===== config.mk =====
export PLATFORM = sky130hd
export DESIGN_NAME = debug_mem_dump
export DESIGN_NICKNAME = d
export VERILOG_FILES = /design/src/rtl/debug_defs.sv /design/src/rtl/debug_mem_dump_word_serializer.sv /design/src/rtl/debug_mem_dump.sv
export SDC_FILE = /design/constraint.sdc
export NUM_CORES = 1
export LEC_CHECK = 0
export ABC_AREA = 1
export CORE_MARGIN = 5
export CORE_UTILIZATION = 44
export CTS_CLUSTER_SIZE = 8
export DETAILED_ROUTE_END_ITERATION = 8
export PLACE_DENSITY = 0.78
export SETUP_SLACK_MARGIN = 0.1
export SLEW_MARGIN = 10
export SYNTH_ARGS = -nofsm -noshare
export SYNTH_HDL_FRONTEND = slang
export SYNTH_SLANG_ARGS = --single-unit
export TNS_END_PERCENT = 30

===== constraint.sdc =====
create_clock -name i_clk -period 3.9 [get_ports i_clk]
set_input_delay 0.585 -clock i_clk [delete_from_list [all_inputs] [get_ports i_clk]]
set_output_delay 0.585 -clock i_clk [all_outputs]
set_load 0.05 [all_outputs]

===== src/rtl/debug_defs.sv =====
// Shared definitions for the debug-unit blocks: memory-dump FSM encodings,
// bytes-per-word constant and small sizing helpers.
package debug_defs;

    typedef enum logic [2:0] {
        ST_IDLE     = 3'd0,
        ST_SET_ADDR = 3'd1,
        ST_LATCH    = 3'd2,
        ST_SEND     = 3'd3,
        ST_DONE     = 3'd4
    } dump_state_e;

    localparam int unsigned DEBUG_NBITS    = 32;
    localparam int unsigned BYTES_PER_WORD = DEBUG_NBITS / 8;

    function automatic int unsigned bytes_per_word(input int unsigned nbits);
        return nbits / 8;
    endfunction

    // Counter width for n states, never narrower than one bit.
    function automatic int unsigned cnt_width(input int unsigned n);
        return (n > 1) ? $clog2(n) : 1;
    endfunction

endpackage


===== src/rtl/debug_mem_dump_word_serializer.sv =====
// Splits one loaded word into bytes, MSB byte first, under a valid/ready
// handshake; flags the last byte so the controller knows when the word ends.
module word_serializer
    import debug_defs::*;
#(
    parameter int unsigned NBITS = 32,
    parameter int unsigned BPW   = NBITS / 8
) (
    input  logic             clk_i,
    input  logic             reset_i,
    input  logic             load_i,
    input  logic [NBITS-1:0] data_i,
    input  logic             ready_i,
    output logic             valid_o,
    output logic [7:0]       byte_o,
    output logic             last_o,
    output logic             xfer_o
);

    localparam int unsigned CW = cnt_width(BPW);
    localparam logic [CW-1:0] CNT_LAST = CW'(BPW - 1);

    logic [NBITS-1:0] shift_q, shift_d;
    logic [CW-1:0]    cnt_q, cnt_d;
    logic             valid_q, valid_d;

    assign xfer_o  = valid_q & ready_i;
    assign last_o  = (cnt_q == CNT_LAST);
    assign valid_o = valid_q;
    assign byte_o  = shift_q[NBITS-1 -: 8];

    // Next-state: a load restarts the word; a transfer shifts in zeros.
    always_comb begin
        shift_d = shift_q;
        cnt_d   = cnt_q;
        valid_d = valid_q;
        if (load_i) begin
            shift_d = data_i;
            cnt_d   = '0;
            valid_d = 1'b1;
        end else if (xfer_o) begin
            shift_d = {shift_q[NBITS-9:0], 8'h00};
            cnt_d   = cnt_q + CW'(1);
            valid_d = ~last_o;
        end else begin
            shift_d = shift_q;
        end
    end

    // Serializer state registers.
    always_ff @(posedge clk_i) begin
        if (reset_i) begin
            shift_q <= '0;
            cnt_q   <= '0;
            valid_q <= 1'b0;
        end else begin
            shift_q <= shift_d;
            cnt_q   <= cnt_d;
            valid_q <= valid_d;
        end
    end

endmodule


===== src/rtl/debug_mem_dump.sv =====
// Walks the data memory through its debug read port and streams every word
// to the UART transmitter, MSB byte first, then pulses o_Done.
module debug_mem_dump
    import debug_defs::*;
#(
    parameter int unsigned NBITS  = 32,
    parameter int unsigned CELDAS = 16
) (
    input  logic             i_clk,
    input  logic             i_reset,
    input  logic             i_Start,
    output logic [NBITS-1:0] o_DebugDireccion,
    input  logic [NBITS-1:0] i_DebugDato,
    output logic [7:0]       o_TxDato,
    output logic             o_TxValid,
    input  logic             i_TxReady,
    output logic             o_Busy,
    output logic             o_Done
);

    localparam int unsigned BPW = bytes_per_word(NBITS);
    localparam int unsigned AW  = cnt_width(CELDAS);
    localparam logic [AW-1:0] ADDR_LAST = AW'(CELDAS - 1);

    dump_state_e      state_q, state_d;
    logic [AW-1:0]    addr_q, addr_d;
    logic [NBITS-1:0] dir_q, dir_d;
    logic             busy_q, done_q;
    logic             load_s, xfer_s, last_s;

    word_serializer #(
        .NBITS (NBITS),
        .BPW   (BPW)
    ) u_ser (
        .clk_i   (i_clk),
        .reset_i (i_reset),
        .load_i  (load_s),
        .data_i  (i_DebugDato),
        .ready_i (i_TxReady),
        .valid_o (o_TxValid),
        .byte_o  (o_TxDato),
        .last_o  (last_s),
        .xfer_o  (xfer_s)
    );

    // FSM next-state, address counter and debug address selection.
    always_comb begin
        state_d = state_q;
        addr_d  = addr_q;
        dir_d   = dir_q;
        load_s  = 1'b0;
        case (state_q)
            ST_IDLE: begin
                if (i_Start) begin
                    addr_d  = '0;
                    state_d = ST_SET_ADDR;
                end else begin
                    state_d = ST_IDLE;
                end
            end
            ST_SET_ADDR: state_d = ST_LATCH;
            ST_LATCH: begin
                load_s  = 1'b1;
                state_d = ST_SEND;
            end
            ST_SEND: begin
                if (xfer_s && last_s) begin
                    if (addr_q == ADDR_LAST) begin
                        state_d = ST_DONE;
                    end else begin
                        addr_d  = addr_q + AW'(1);
                        state_d = ST_SET_ADDR;
                    end
                end else begin
                    state_d = ST_SEND;
                end
            end
            ST_DONE: state_d = ST_IDLE;
            default: state_d = ST_IDLE;
        endcase
        // The address register is only rewritten on entry to SET_ADDR, so it
        // stays put through LATCH and holds its last value afterwards.
        if (state_d == ST_SET_ADDR) begin
            dir_d = NBITS'(addr_d);
        end else begin
            dir_d = dir_q;
        end
    end

    // State, address and status registers; o_Done is registered off the
    // DONE state so it follows the last transfer by two cycles.
    always_ff @(posedge i_clk) begin
        if (i_reset) begin
            state_q <= ST_IDLE;
            addr_q  <= '0;
            dir_q   <= '0;
            busy_q  <= 1'b0;
            done_q  <= 1'b0;
        end else begin
            state_q <= state_d;
            addr_q  <= addr_d;
            dir_q   <= dir_d;
            busy_q  <= (state_d != ST_IDLE);
            done_q  <= (state_q == ST_DONE);
        end
    end

    assign o_DebugDireccion = dir_q;
    assign o_Busy           = busy_q;
    assign o_Done           = done_q;

endmodule


== Yosys cells after proc, flatten, opt, wreduce, memory -nomap -nowiden ==
Cells that the tools add are included.

* Add/sub/neg operators: 2
* Equal/unequal tests: 7
* Shift-type cells: 0
* Reductions and logical operators: 5
* Multiply operators: 0
* Magnitude comparators: 0
* Div/mod/pow operators: 0
* Bitwise logic cells: 2
* Muxes and demuxes: 13

{| class="wikitable"
|+ Operator list
! kind !! count
|-
| 32-bit 2-to-1 mux || 2
|-
| 4-bit 2-to-1 mux || 3
|-
| 3-bit one-hot mux with 4 select lines || 1
|-
| 4-bit one-hot mux with 2 select lines || 1
|-
| 3-bit by 1-bit == test with 1-bit output, second input constant || 2
|-
| 3-bit by 2-bit == test with 1-bit output, second input constant || 2
|-
| 3-bit 2-to-1 mux || 2
|-
| 4-bit by 1-bit adder with 4-bit output, second input constant || 1
|-
| 4-bit == test, second input constant || 1
|-
| 1-bit 2-to-1 mux || 4
|-
| 3-bit == test, second input constant || 1
|-
| 3-bit logical NOT || 1
|-
| 3-bit nonzero test || 1
|-
| 2-bit by 1-bit adder with 2-bit output, second input constant || 1
|-
| 2-bit == test, second input constant || 1
|-
| 2-bit nonzero test || 1
|-
| 2-bit OR reduction || 1
|-
| 1-bit AND || 1
|-
| 1-bit logical AND || 1
|-
| 1-bit NOT || 1
|}

* Memories: 0
* Bits in latches: 0
* Bits in writable memories: 0
* Output and inout bits: 43
* Bits in read-only memories: 0
* Register bits: 48

== Longest topological paths before layout ==
Gate-level depths: netlist of run 1.

* Depth after elaboration: 5
* Depth in mapped cells: 9
* Depth with buffers taken out: 9

== Modules after synthesis ==
A second synthesis of run 1 with hierarchy kept.

* Cells, all modules: 360
* Area total of the unflattened synthesis: 2795.2 um2

{| class="wikitable"
|+ By module, submodules not included
! module !! area an instance (um2) !! seq. area each (um2) !! cells an instance !! instances
|-
| word_serializer || 1966.9 || 700.7 || 245 || 1
|-
| debug_mem_dump || 828.3 || 260.2 || 115 || 1
|}

== Worst setup path before layout of run 1 ==
Ideal clock, no wire load.

* Path type: register to register
* Start point: register u_ser.valid_q (netlist: u_ser.valid_o)
* End point: register busy_q (netlist: o_Busy)
* Setup time: 0.128 ns
* Slack: 2.336 ns
* Clock period less this slack: 1.564 ns
* Cell stages (with the launch flop): 8
* Data arrival time: 1.437 ns
* Data required time: 3.772 ns
* Path through: dfxtp_1 -> nand2_4 -> nor2_8 -> inv_2 -> o21ai_0 -> nand3_1 -> nor2_1 -> nor2_1

* Word-level cells in the longest chain between the ends: 5

{| class="wikitable"
|+ Ends and longest elaborated chain
! element !! RTL line !! RTL
|-
| start, declared || debug_mem_dump_word_serializer.sv:25 || <nowiki>logic valid_q, valid_d;</nowiki>
|-
| start signal, assigned || debug_mem_dump_word_serializer.sv:59 || <nowiki>valid_q <= valid_d;</nowiki>
|-
| 1-bit AND || debug_mem_dump_word_serializer.sv:27 || <nowiki>assign xfer_o = valid_q & ready_i;</nowiki>
|-
| 1-bit logical AND || debug_mem_dump.sv:67 || <nowiki>if (xfer_s && last_s) begin</nowiki>
|-
| 3-bit 2-to-1 mux || debug_mem_dump.sv:67 ||
|-
| 3-bit one-hot mux with 4 select lines || debug_mem_dump.sv:52 || <nowiki>case (state_q)</nowiki>
|-
| 3-bit nonzero test || debug_mem_dump.sv:103 || <nowiki>busy_q <= (state_d != ST_IDLE);</nowiki>
|-
| end signal, assigned || debug_mem_dump.sv:103 ||
|-
| end, declared || debug_mem_dump.sv:28 || <nowiki>logic busy_q, done_q;</nowiki>
|}

Every way passes these cells.
A chain may end at the register's enable or synchronous reset.

== Final worst setup path of run 1 ==
* Start point: input i_TxReady
* End point: register u_ser.shift_q[15]

* Word-level cells in the longest chain between the ends: 2

{| class="wikitable"
|+ Ends and longest elaborated chain
! element !! RTL line !! RTL
|-
| start, declared || debug_mem_dump.sv:16 || <nowiki>input logic i_TxReady,</nowiki>
|-
| 1-bit AND || debug_mem_dump_word_serializer.sv:27 ||
|-
| 2-bit nonzero test (no line) || n/a ||
|-
| end signal, assigned || debug_mem_dump_word_serializer.sv:57 || <nowiki>shift_q <= shift_d;</nowiki>
|-
| end, declared || debug_mem_dump_word_serializer.sv:23 || <nowiki>logic [NBITS-1:0] shift_q, shift_d;</nowiki>
|}

Every way passes these cells.

==> results of run 1 <==
-- critical path: cells and delay by family --
family / cells / cell delay (ns)
buf+inv: 2 / 1.13
compound gates: 2 / 0.35
simple gates: 2 / 0.30
-- how the worst max path moves through the flow --
stage	start	to	slack, ns
final	i_TxReady	u_ser.shift_q[15]	1.71
after floorplan	u_ser.valid_o	o_Busy	2.34
after global routing	state_q[1]	u_ser.shift_q[13]	1.53
after CTS	state_q[1]	u_ser.shift_q[13]	1.73
after global placement	i_TxReady	u_ser.shift_q[15]	1.46
after detailed placement	i_TxReady	u_ser.shift_q[15]	1.44
-- Yosys cell counts --
cell      instances
buf_2             5
xor2_1            1
inv_2             3
buf_1             2
conb_1            1
a211oi_1          1
o21ai_1           8
nand3_1          20
nand3_2           2
nand2_1          72
inv_1            14
buf_4            38
nor4_1            1
a31oi_1          23
ha_1              2
clkbuf_1          6
dfxtp_1          48
nand2_2           1
nor3_2            1
nor2_8            1
nand4_1           2
a21oi_1          16
o21ai_0          21
nor2_1           10
nor3_1            1
nand2_4           1
nor2_4            1
nand3b_1          3
buf_6             1
-- cell type report --
class,count,area (sq um),share of cell area [%]
sequential,48,961,34.6
clock inverter,3,42.5,1.53
inverter,17,63.8,2.30
tap,70,87.6,3.15
clock buffer,5,68.8,2.48
timing repair buffer,51,508,18.3
multi-input combinational,216,1050,37.7
-- metal layers --
metal	part of all wire [%]	track usage, %
met1	43	16.5
met2	48	24.7
met3	8.1	4.45
met4	1.0	4.41
met5	0	0
-- stage by stage --
stage,setup WS [ns],util (%),instances
2_1_floorplan,2.34,-,333
3_3_place_gp,1.46,52.3,402
3_5_place_dp,1.44,52.3,402
4_1_cts,1.73,54.4,410
5_1_grt,1.53,54.4,410
6_report,1.71,54.4,410
-- report_power, final --
| group | leakage [nW] | switching, mW | total (mW) | internal [mW] |
|---|---|---|---|---|
| registers | 0.392 | 0.0231 | 0.555 | 0.532 |
| clock network | 0.0541 | 0.161 | 0.351 | 0.190 |
| logic | 0.642 | 0.199 | 0.293 | 0.0936 |
-- state kept, by name, indices dropped and copies added (netlist names) --
| name | cells |
|---|---|
| u_ser.valid_o | 1 |
| o_Done | 1 |
| o_DebugDireccion | 4 |
| u_ser.shift_q | 32 |
| addr_q | 4 |
| o_Busy | 1 |
| state_q | 3 |
| u_ser.cnt_q | 2 |
-- kinds of logic (layout without fill, tap and decap cells) --
group	Yosys count	after routing	share of synthesized area, %
AOI/OAI and AO/OA	69	69	16.2
xor gates and xnor gates	1	1	0.377
adders and majority gates	2	2	1.08
buffers and inverters	69	76	17.9
DFF	48	48	41.4
other	1	28	0.161
and+or+nand+nor	116	116	22.9
==> out/metrics.csv, run 1 <==
stage,metric,value,unit
status,status,completed,
grt,grt_start_max_net_pins,61,
cells_and_area,final_common_cell,nand2_1,
route,drt-pass1-iter-count,5,
logic_synthesis,syn_avg_cell_area,7.59,sq um
grt,gr-total-overflow,0,
route,vias,1976,
route,drc,0,
clocking,clock_path_buffers,2,
sta,hold_violations,0,
sta,whs,0.465,ns
logic_synthesis,synth_warnings,0,
sta,rsz0062_at_grt,no,
logic_synthesis,ys_seq_area_share,41.4,%
worst_setup_path,cp_max_fo,36,
cells_and_area,fin_area,2780,sq um
floorplanning,ioPinCount,79,
clocking,clock-sinks,48,
sta,finalCriticalPeriod,2.19,ns
logic_synthesis,netlist_top_cells_area,"dfxtp_1 (41%), buf_4 (12%), nand2_1 (12%)",
worst_setup_path,cp_cell_sequence,clkdlybuf4s50_1 > nand2_4 > inv_1 > o21ai_0 > a21oi_1 > nor2_1,
sta,slew-limit-headroom,44.8,%
hold_path,min_from,o_DebugDireccion[1],
logic_synthesis,yosys.area.top_type,dfxtp_1,
sta,worstMarginPinSlew,0.826,ns
power_and_ir_drop,vdd_drop_max,0.202,mV
sta,skew,0.00579,ns
cells_and_area,n_antenna_cell,0,
route,drt_iter0_markers,98,
placed_design,post-dp-hpwl,3420,um
route,ant_nets,0,
cells_and_area,synthToLayoutAreaGrowth,19.7,%
worst_setup_path,worstSetupEndpointType,flip-flop,
worst_setup_path,reg2reg_slack,1.76,ns
worst_setup_path,cpMaxStageDelayCell,inv_1,
worst_setup_path,worstPathArrival,2.38,ns
clocking,cts_tree,done,
clocking,htreeDepth,2,
sta,tns,0,ns
grt,grt_pass1_vias,1765,
route,drt-wirelength-per-cell,11.6,um
logic_synthesis,syn-cell-area,2320,sq um
route,vias_per_cell,4.82,
worst_setup_path,start_kind,input pin,
floorplanning,dieArea,6830,sq um
clocking,cts_post_setup_buffers_inserted,0,
grt,antenna_found_initial,0,
logic_synthesis,synth_cells,306,
floorplanning,fp.dieW,82.7,um
floorplanning,coreArea,5110,sq um
logic_synthesis,synth.distinct_cells,29,
hold_path,hold_path_end,o_DebugDireccion[1],
clocking,cts_resized,0,
floorplanning,die_h,82.7,um
placed_design,port_buffers,50,
grt,grt_pass1_wl,7600,um
hold_path,worstHoldPathCells,2,
clocking,path_clk_slew,0.08,ns
job,maxCapViolCount,0,
worst_setup_path,critPathKind,input pin to flip-flop,
logic_synthesis,synth-seq-cells,48,
cells_and_area,drive_gt1_share,5.59,%
placed_design,placed_cell_area,2670,sq um
worst_setup_path,rr_startpoint,state_q[1],
sta,fmax,0.457,GHz
power_and_ir_drop,power_density,431,nW/um^2
sta,fin_crit_sh,56.1,%
worst_setup_path,r2r_end,u_ser.shift_q[13],
worst_setup_path,worst_path_largest_cell_delay,0.60,ns
power_and_ir_drop,power,1.20,mW
clocking,holdBufCountCts,0,
cells_and_area,layout_common_cells,"nand2_1 (72), clkdlybuf4s50_1 (50), dfxtp_1 (48)",
cells_and_area,fillers,510,
placed_design,globalplace.congestion,0.788,
floorplanning,std_cell_rows,26,
clocking,root_buffer,clkbuf_8,
sta,final_max_slew_viol_count,0,
clocking,cts_inserted_buffers,5,
sta,setup_viol,0,
hold_path,min_path_type,flip-flop to flip-flop,
worst_setup_path,cp.required,4.09,ns
worst_setup_path,ff2ff_path_depth,5,
cells_and_area,nNetsFinal,377,
route,routed_wl,4770,um
floorplanning,start_util,45.5,%
clocking,insertion_delay,0.30,ns
logic_synthesis,synth_top_area_share,41.4,%
grt,grt_usage,14.2,%
power_and_ir_drop,power_leakage,1.09,nW
Note: power is estimated with default switching activity, not from simulation.
==> inputs of run 2 (changes only) <==
==> constraint.sdc (replaced) <==
create_clock -name i_clk -period 2.1 [get_ports i_clk]
set_input_delay 0.315 -clock i_clk [delete_from_list [all_inputs] [get_ports i_clk]]
set_output_delay 0.315 -clock i_clk [all_outputs]
set_load 0.05 [all_outputs]
==> run 2 against run 1 <==
  * Sequential share of layout area fell by 0.79 points
  * Clock power rose by 86%
  * First-iteration DRC count rose by 1.0%
  * Cell area rose by 2.3%
  * Die area did not move
  * Sequential power rose by 86%
  * Wire length rose by 4.6%
  * Flip-flop and latch count did not move
  * Non-clock buffer count rose by 7
  * Clock skew rose by 0.0039 ns
  * Hold slack got worse by 0.0018 ns
  * Critical path depth fell by 5
  * Critical path type is now flip-flop to primary output
  * Critical endpoint is now o_TxValid
==> out/metrics.csv, run 2 (synthesized netlist as in run 1, its figures left out) <==
stage,metric,value,unit,change
clocking,htreeDepth,2,,unchanged
floorplanning,dieArea,6830,sq um,unchanged
sta,fmax,0.543,GHz,
sta,slew-limit-headroom,66.3,%,+21 points
worst_setup_path,reg2reg_slack,0.59,ns,-1.17 ns
grt,antenna_found_initial,0,,unchanged
placed_design,port_buffers,50,,unchanged
worst_setup_path,cp_cell_sequence,clkdlybuf4s50_1,,
placed_design,placed_cell_area,2730,sq um,+2.4%
placed_design,globalplace.congestion,0.790,,+0.22%
clocking,holdBufCountCts,0,,unchanged
grt,grt_start_max_net_pins,32,,-48%
sta,fin_crit_sh,87.8,%,
clocking,path_clk_slew,0.09,ns,about the same
worst_setup_path,worst-path-buf-inv,1,,-1
sta,skew,0.00970,ns,+0.00391 ns
worst_setup_path,critPathKind,flip-flop to primary output,,
floorplanning,die_h,82.7,um,unchanged
cells_and_area,fin_area,2850,sq um,+2.3%
worst_setup_path,critical_path.top_delay_family,buffers and inverters,,
hold_path,min_path_type,flip-flop to flip-flop,,
cells_and_area,final_util,55.7,%,+1.3 points
sta,final_max_slew_viol_count,0,,unchanged
clocking,cts_inserted_buffers,5,,unchanged
worst_setup_path,worstSetupEndpointType,primary output,,
route,vias_per_cell,4.83,,+0.16%
grt,grt_pass1_wl,8000,um,+5.3%
clocking,cts_post_setup_buffers_inserted,0,,unchanged
worst_setup_path,worstPathArrival,1.53,ns,-0.85 ns
cells_and_area,final_cell_count_no_fill,417,,+1.7%
cells_and_area,n_antenna_cell,0,,unchanged
placed_design,post-dp-hpwl,3610,um,+5.7%
sta,finalCriticalPeriod,1.84,ns,
route,drc,0,,unchanged
sta,worstMarginPinSlew,0.504,ns,-0.322 ns
grt,gr-total-overflow,0,,unchanged
cells_and_area,synthToLayoutAreaGrowth,22.5,%,
clocking,root_buffer,clkbuf_8,,
grt,grt_pass1_vias,1862,,+5.5%
clocking,cts_tree,done,,
placed_design,dp_cells,409,,+1.7%
floorplanning,std_cell_rows,26,,unchanged
route,drt-pass1-iter-count,4,,-1
worst_setup_path,cpMaxStageDelayCell,clkdlybuf4s50_1,,
worst_setup_path,worst_path_largest_cell_delay,0.83,ns,+0.23 ns
power_and_ir_drop,power_leakage,1.13,nW,+3.6%
clocking,clock-sinks,48,,unchanged
grt,grt_usage,14.9,%,+0.69 points
cells_and_area,layout_common_cells,"nand2_1 (72), clkdlybuf4s50_1 (50), dfxtp_1 (48)",,
worst_setup_path,cp_max_fo,3,,-92%
cells_and_area,largest_register_ffs,32,,unchanged
sta,rsz0062_at_grt,no,,
power_and_ir_drop,vdd_drop_max,0.537,mV,+170%
worst_setup_path,start_kind,flip-flop,,
route,routed_wl,4990,um,+4.6%
job,maxCapViolCount,0,,unchanged
cells_and_area,final_common_cell,nand2_1,,
power_and_ir_drop,power_density,792,nW/um^2,+83%
sta,tns,0,ns,unchanged
clocking,clock_path_buffers,2,,unchanged
clocking,cts_resized,0,,unchanged
route,ant_nets,0,,unchanged
status,status,completed,,
route,drt_iter0_markers,99,,+1.0%
floorplanning,start_util,45.5,%,unchanged
worst_setup_path,cp.required,1.78,ns,-2.31 ns
cells_and_area,regMostFlops,u_ser.shift_q,,
cells_and_area,nNetsFinal,384,,+1.9%
floorplanning,coreArea,5110,sq um,unchanged
sta,hold_violations,0,,unchanged
cells_and_area,drive_gt1_share,7.49,%,+1.9 points
sta,setup_viol,0,,unchanged
route,drt-wirelength-per-cell,12.0,um,+2.8%
clocking,insertion_delay,0.29,ns,about the same
cells_and_area,fillers,495,,-2.9%
floorplanning,ioPinCount,79,,unchanged
floorplanning,fp.dieW,82.7,um,unchanged
sta,whs,0.463,ns,-0.00179 ns
route,vias,2013,,+1.9%
-- run 2: worst min-delay path, stage by stage, from the launching register on --
cell and delay, ns:
dfxtp_1 0.32, nand2_1 0.06, a21oi_1 0.05
-- run 2: path summary, 6_finish.rpt --
check | startpoint | end | depth (start not counted)
worst max-delay path | u_ser.valid_o | o_TxValid | 1
worst min register to register | o_DebugDireccion[1] | o_DebugDireccion[1] | 2
worst min-delay path | o_DebugDireccion[1] | o_DebugDireccion[1] | 2
worst max register to register | u_ser.cnt_q[0] | o_Busy | 8
-- run 2: per-stage QoR --
stage	power (mW)	setup WS, ns
final	2.25	0.257
after global routing	2.35	0.223
after CTS	2.26	0.236
after detailed placement	1.62	0.257
after global placement	1.61	0.328
after floorplan	1.51	0.536
-- run 2: routing by layer --
metal | routed length (um) | part of all wire, % | GRT usage [%] | vias to the layer above
met4 | 39 | 0.78 | 4.58 | 0
met1 | 2120 | 43 | 17.4 | 904
met2 | 2390 | 48 | 25.9 | 70
met3 | 437 | 8.8 | 4.56 | 4
met5 | 0 | 0 | 0 | -
li1 | - | - | - | 1035
-- run 2: area by class of cell --
| type | count | area, sq um | share of cell area, % |
|---|---|---|---|
| clock inverters | 3 | 42.5 | 1.50 |
| flip-flops and latches | 48 | 961 | 33.8 |
| multi-input cells | 216 | 1050 | 36.9 |
| well taps | 70 | 87.6 | 3.08 |
| clock buffers | 5 | 68.8 | 2.42 |
| repair buffers | 58 | 573 | 20.1 |
| inverters | 17 | 63.8 | 2.24 |
-- run 2: report_power, final --
part | leakage, nW | total [mW] | internal, mW | switching, mW
logic | 0.682 | 0.567 | 0.192 | 0.375
registers | 0.392 | 1.03 | 0.988 | 0.0431
clock network | 0.0541 | 0.653 | 0.352 | 0.301
total | 1.13 | 2.25 | 1.53 | 0.720
==> inputs of run 3 (changes only) <==
--- a/config.mk
+++ b/config.mk
@@ -10,9 +10,8 @@
 export CORE_UTILIZATION = 44
 export CTS_CLUSTER_SIZE = 8
 export DETAILED_ROUTE_END_ITERATION = 8
-export PLACE_DENSITY = 0.78
+export DONT_BUFFER_PORTS = 1
 export SETUP_SLACK_MARGIN = 0.1
-export SLEW_MARGIN = 10
 export SYNTH_ARGS = -nofsm -noshare
 export SYNTH_HDL_FRONTEND = slang
 export SYNTH_SLANG_ARGS = --single-unit
==> run 3 against run 2 <==
  * Maximum frequency rose by 26%
  * Cell area fell by 19%
  * Sequential power rose by 9%
  * Die area stayed put
  * Highest routed layer is now met5
  * Clock skew is essentially flat
==> out/metrics.csv, run 3 (synthesized netlist as in run 1, its figures left out) <==
stage,metric,value,unit,change
worst_setup_path,cp_max_fo,17,,+14
grt,grt_pass1_wl,7690,um,-3.8%
placed_design,dpl_worst_slack,0.614,ns,+0.358 ns
clocking,htreeDepth,2,,unchanged
cells_and_area,nNetsFinal,332,,-14%
cells_and_area,drive_gt1_share,8.14,%,+0.64 points
sta,setup_slack,0.635,ns,+0.378 ns
route,vias_per_cell,4.95,,+2.5%
cells_and_area,layout_common_cells,"nand2_1 (72), dfxtp_1 (48), conb_1 (28)",,
grt,antenna_found_initial,1,,+1
worst_setup_path,worst_path_largest_cell_delay,0.38,ns,-0.45 ns
hold_path,min_from,i_reset,,
grt,grt_start_max_net_pins,33,,+3.1%
floorplanning,dieArea,6830,sq um,unchanged
route,drt-pass1-iter-count,4,,unchanged
worst_setup_path,startpoint,u_ser.valid_o,,
sta,tns,0,ns,unchanged
cells_and_area,regMostFlops,u_ser.shift_q,,
route,drt_iter0_markers,107,,+8.1%
worst_setup_path,critPathCapture,u_ser.shift_q[19],,
grt,grt_pass1_vias,1637,,-12%
worst_setup_path,r2r_end,u_ser.shift_q[19],,
status,status,completed,,
placed_design,globalplace.congestion,0.819,,+3.6%
power_and_ir_drop,power_leakage,0.918,nW,-19%
worst_setup_path,cpMaxStageDelayCell,inv_1,,
sta,fmax,0.683,GHz,+26%
sta,setup_viol,0,,unchanged
power_and_ir_drop,p_switching,705,uW,-2.1%
clocking,clock-sinks,48,,unchanged
sta,fin_crit_sh,69.8,%,-18 points
worst_setup_path,critPathKind,flip-flop to flip-flop,,
sta,hold_violations,0,,unchanged
worst_setup_path,worstSetupEndpointType,flip-flop,,
power_and_ir_drop,vdd_drop_max,0.444,mV,-17%
worst_setup_path,worstPathArrival,1.70,ns,+0.17 ns
sta,finalCriticalPeriod,1.47,ns,-0.378 ns
clocking,insertion_delay,0.30,ns,about the same
clocking,cts_tree,done,,
route,vias,1811,,-10%
placed_design,placed_cell_area,2220,sq um,-19%
cells_and_area,fin_area,2320,sq um,-19%
clocking,path_clk_slew,0.09,ns,about the same
power_and_ir_drop,power,2.05,mW,-8.9%
clocking,cts_inserted_buffers,5,,unchanged
sta,final_max_slew_viol_count,0,,unchanged
cells_and_area,synthToLayoutAreaGrowth,-0.216,%,
cells_and_area,largest_register_ffs,32,,unchanged
power_and_ir_drop,power_density,885,nW/um^2,+12%
job,maxCapViolCount,0,,unchanged
grt,grt_usage,14.6,%,-0.23 points
floorplanning,die_h,82.7,um,unchanged
hold_path,min_path_type,input pin to flip-flop,,
sta,rsz0062_at_grt,no,,
grt,gr-total-overflow,0,,unchanged
power_and_ir_drop,power_frac_comb,17.2,%,-8.0 points
clocking,cts_resized,0,,unchanged
worst_setup_path,reg2reg_slack,0.63,ns,+0.04 ns
floorplanning,ioPinCount,79,,unchanged
placed_design,port_buffers,0,,-100%
floorplanning,coreArea,5110,sq um,unchanged
placed_design,post-dp-hpwl,3520,um,-2.5%
power_and_ir_drop,power_frac_seq,54.7,%,+8.9 points
floorplanning,fp.dieW,82.7,um,unchanged
route,drt-wirelength-per-cell,13.2,um,+10%
cells_and_area,fillers,537,,+8.5%
worst_setup_path,start_kind,flip-flop,,
route,ant_nets,0,,unchanged
cells_and_area,final_common_cell,nand2_1,,
route,drc,0,,unchanged
clocking,holdBufCountCts,0,,unchanged
power_and_ir_drop,swShare,34.3,%,+2.4 points
floorplanning,start_util,45.5,%,unchanged
clocking,cts_post_setup_buffers_inserted,0,,unchanged
power_and_ir_drop,power.internal,1.35,mW,-12%
sta,slew-limit-headroom,57.7,%,-8.6 points
power_and_ir_drop,power_frac_clock,28.1,%,-0.9 points
sta,skew,0.0102,ns,+0.000454 ns
worst_setup_path,cp.required,2.33,ns,+0.55 ns
floorplanning,std_cell_rows,26,,unchanged
clocking,clock_path_buffers,2,,unchanged
worst_setup_path,rr_startpoint,u_ser.valid_o,,
sta,worstMarginPinSlew,0.634,ns,+0.129 ns
worst_setup_path,cp_cell_sequence,nand2_4 > inv_1 > buf_4 > nand2_1 > a31oi_1,,
clocking,root_buffer,clkbuf_8,,
route,routed_wl,4830,um,-3.1%
worst_setup_path,ff2ff_path_depth,5,,-3
==> run 3: critical path, delay by kind of cell (launching register included) <==
kind | cells | cell delay [ns]
buffers and inverters | 2 | 0.63
AO/OA/AOI/OAI | 1 | 0.17
AND/OR/NAND/NOR | 2 | 0.22
flip-flops | 1 | 0.37
==> run 3: worst min path at each step <==
| stage | slack, ns | end | cells after the start |
|---|---|---|---|
| global route | 0.05 | o_DebugDireccion[1] | 1 |
| finish | 0.07 | o_DebugDireccion[1] | 1 |
| CTS | 0.06 | o_DebugDireccion[1] | 1 |
| floorplan | 0.39 | o_Done | 1 |
| detailed placement | 0.39 | u_ser.valid_o | 1 |
| global placement | 0.39 | u_ser.valid_o | 1 |
==> run 3: per-layer routing <==
layer | global-route usage [%] | wire length, um | vias up
met5 | 0 | 11 | -
met4 | 4.90 | 63 | 2
met3 | 6.83 | 481 | 7
met2 | 22.7 | 2200 | 49
met1 | 17.9 | 2070 | 819
li1 | - | - | 934
==> run 3: per-stage QoR <==
step	hold slack, ns	instances	utilization (%)
floorplan	0.387	333	-
global placement	0.388	357	43.4
detailed placement	0.390	357	43.4
CTS	0.0596	365	45.3
global route	0.0497	365	45.3
finish	0.0725	366	45.4
==> run 3: power groups by stage <==
stage / registers, mW / logic, mW / clock network [mW]
3_3_place_gp: 1.14 / 0.351 / 0
4_1_cts: 1.12 / 0.355 / 0.598
2_1_floorplan: 1.07 / 0.436 / 0
6_report: 1.12 / 0.354 / 0.576
3_5_place_dp: 1.14 / 0.354 / 0
5_1_grt: 1.13 / 0.394 / 0.639
==> run 3: layout make-up <==
cell class / instances / area [sq um] / area share [%]
antenna: 1 / 2.50 / 0.108
clock buffer: 6 / 82.6 / 3.56
clock inverter: 2 / 15.0 / 0.648
inverter: 17 / 63.8 / 2.75
multi-input combinational: 216 / 1050 / 45.2
sequential: 48 / 961 / 41.4
tap: 70 / 87.6 / 3.78
timing repair buffer: 6 / 57.6 / 2.48
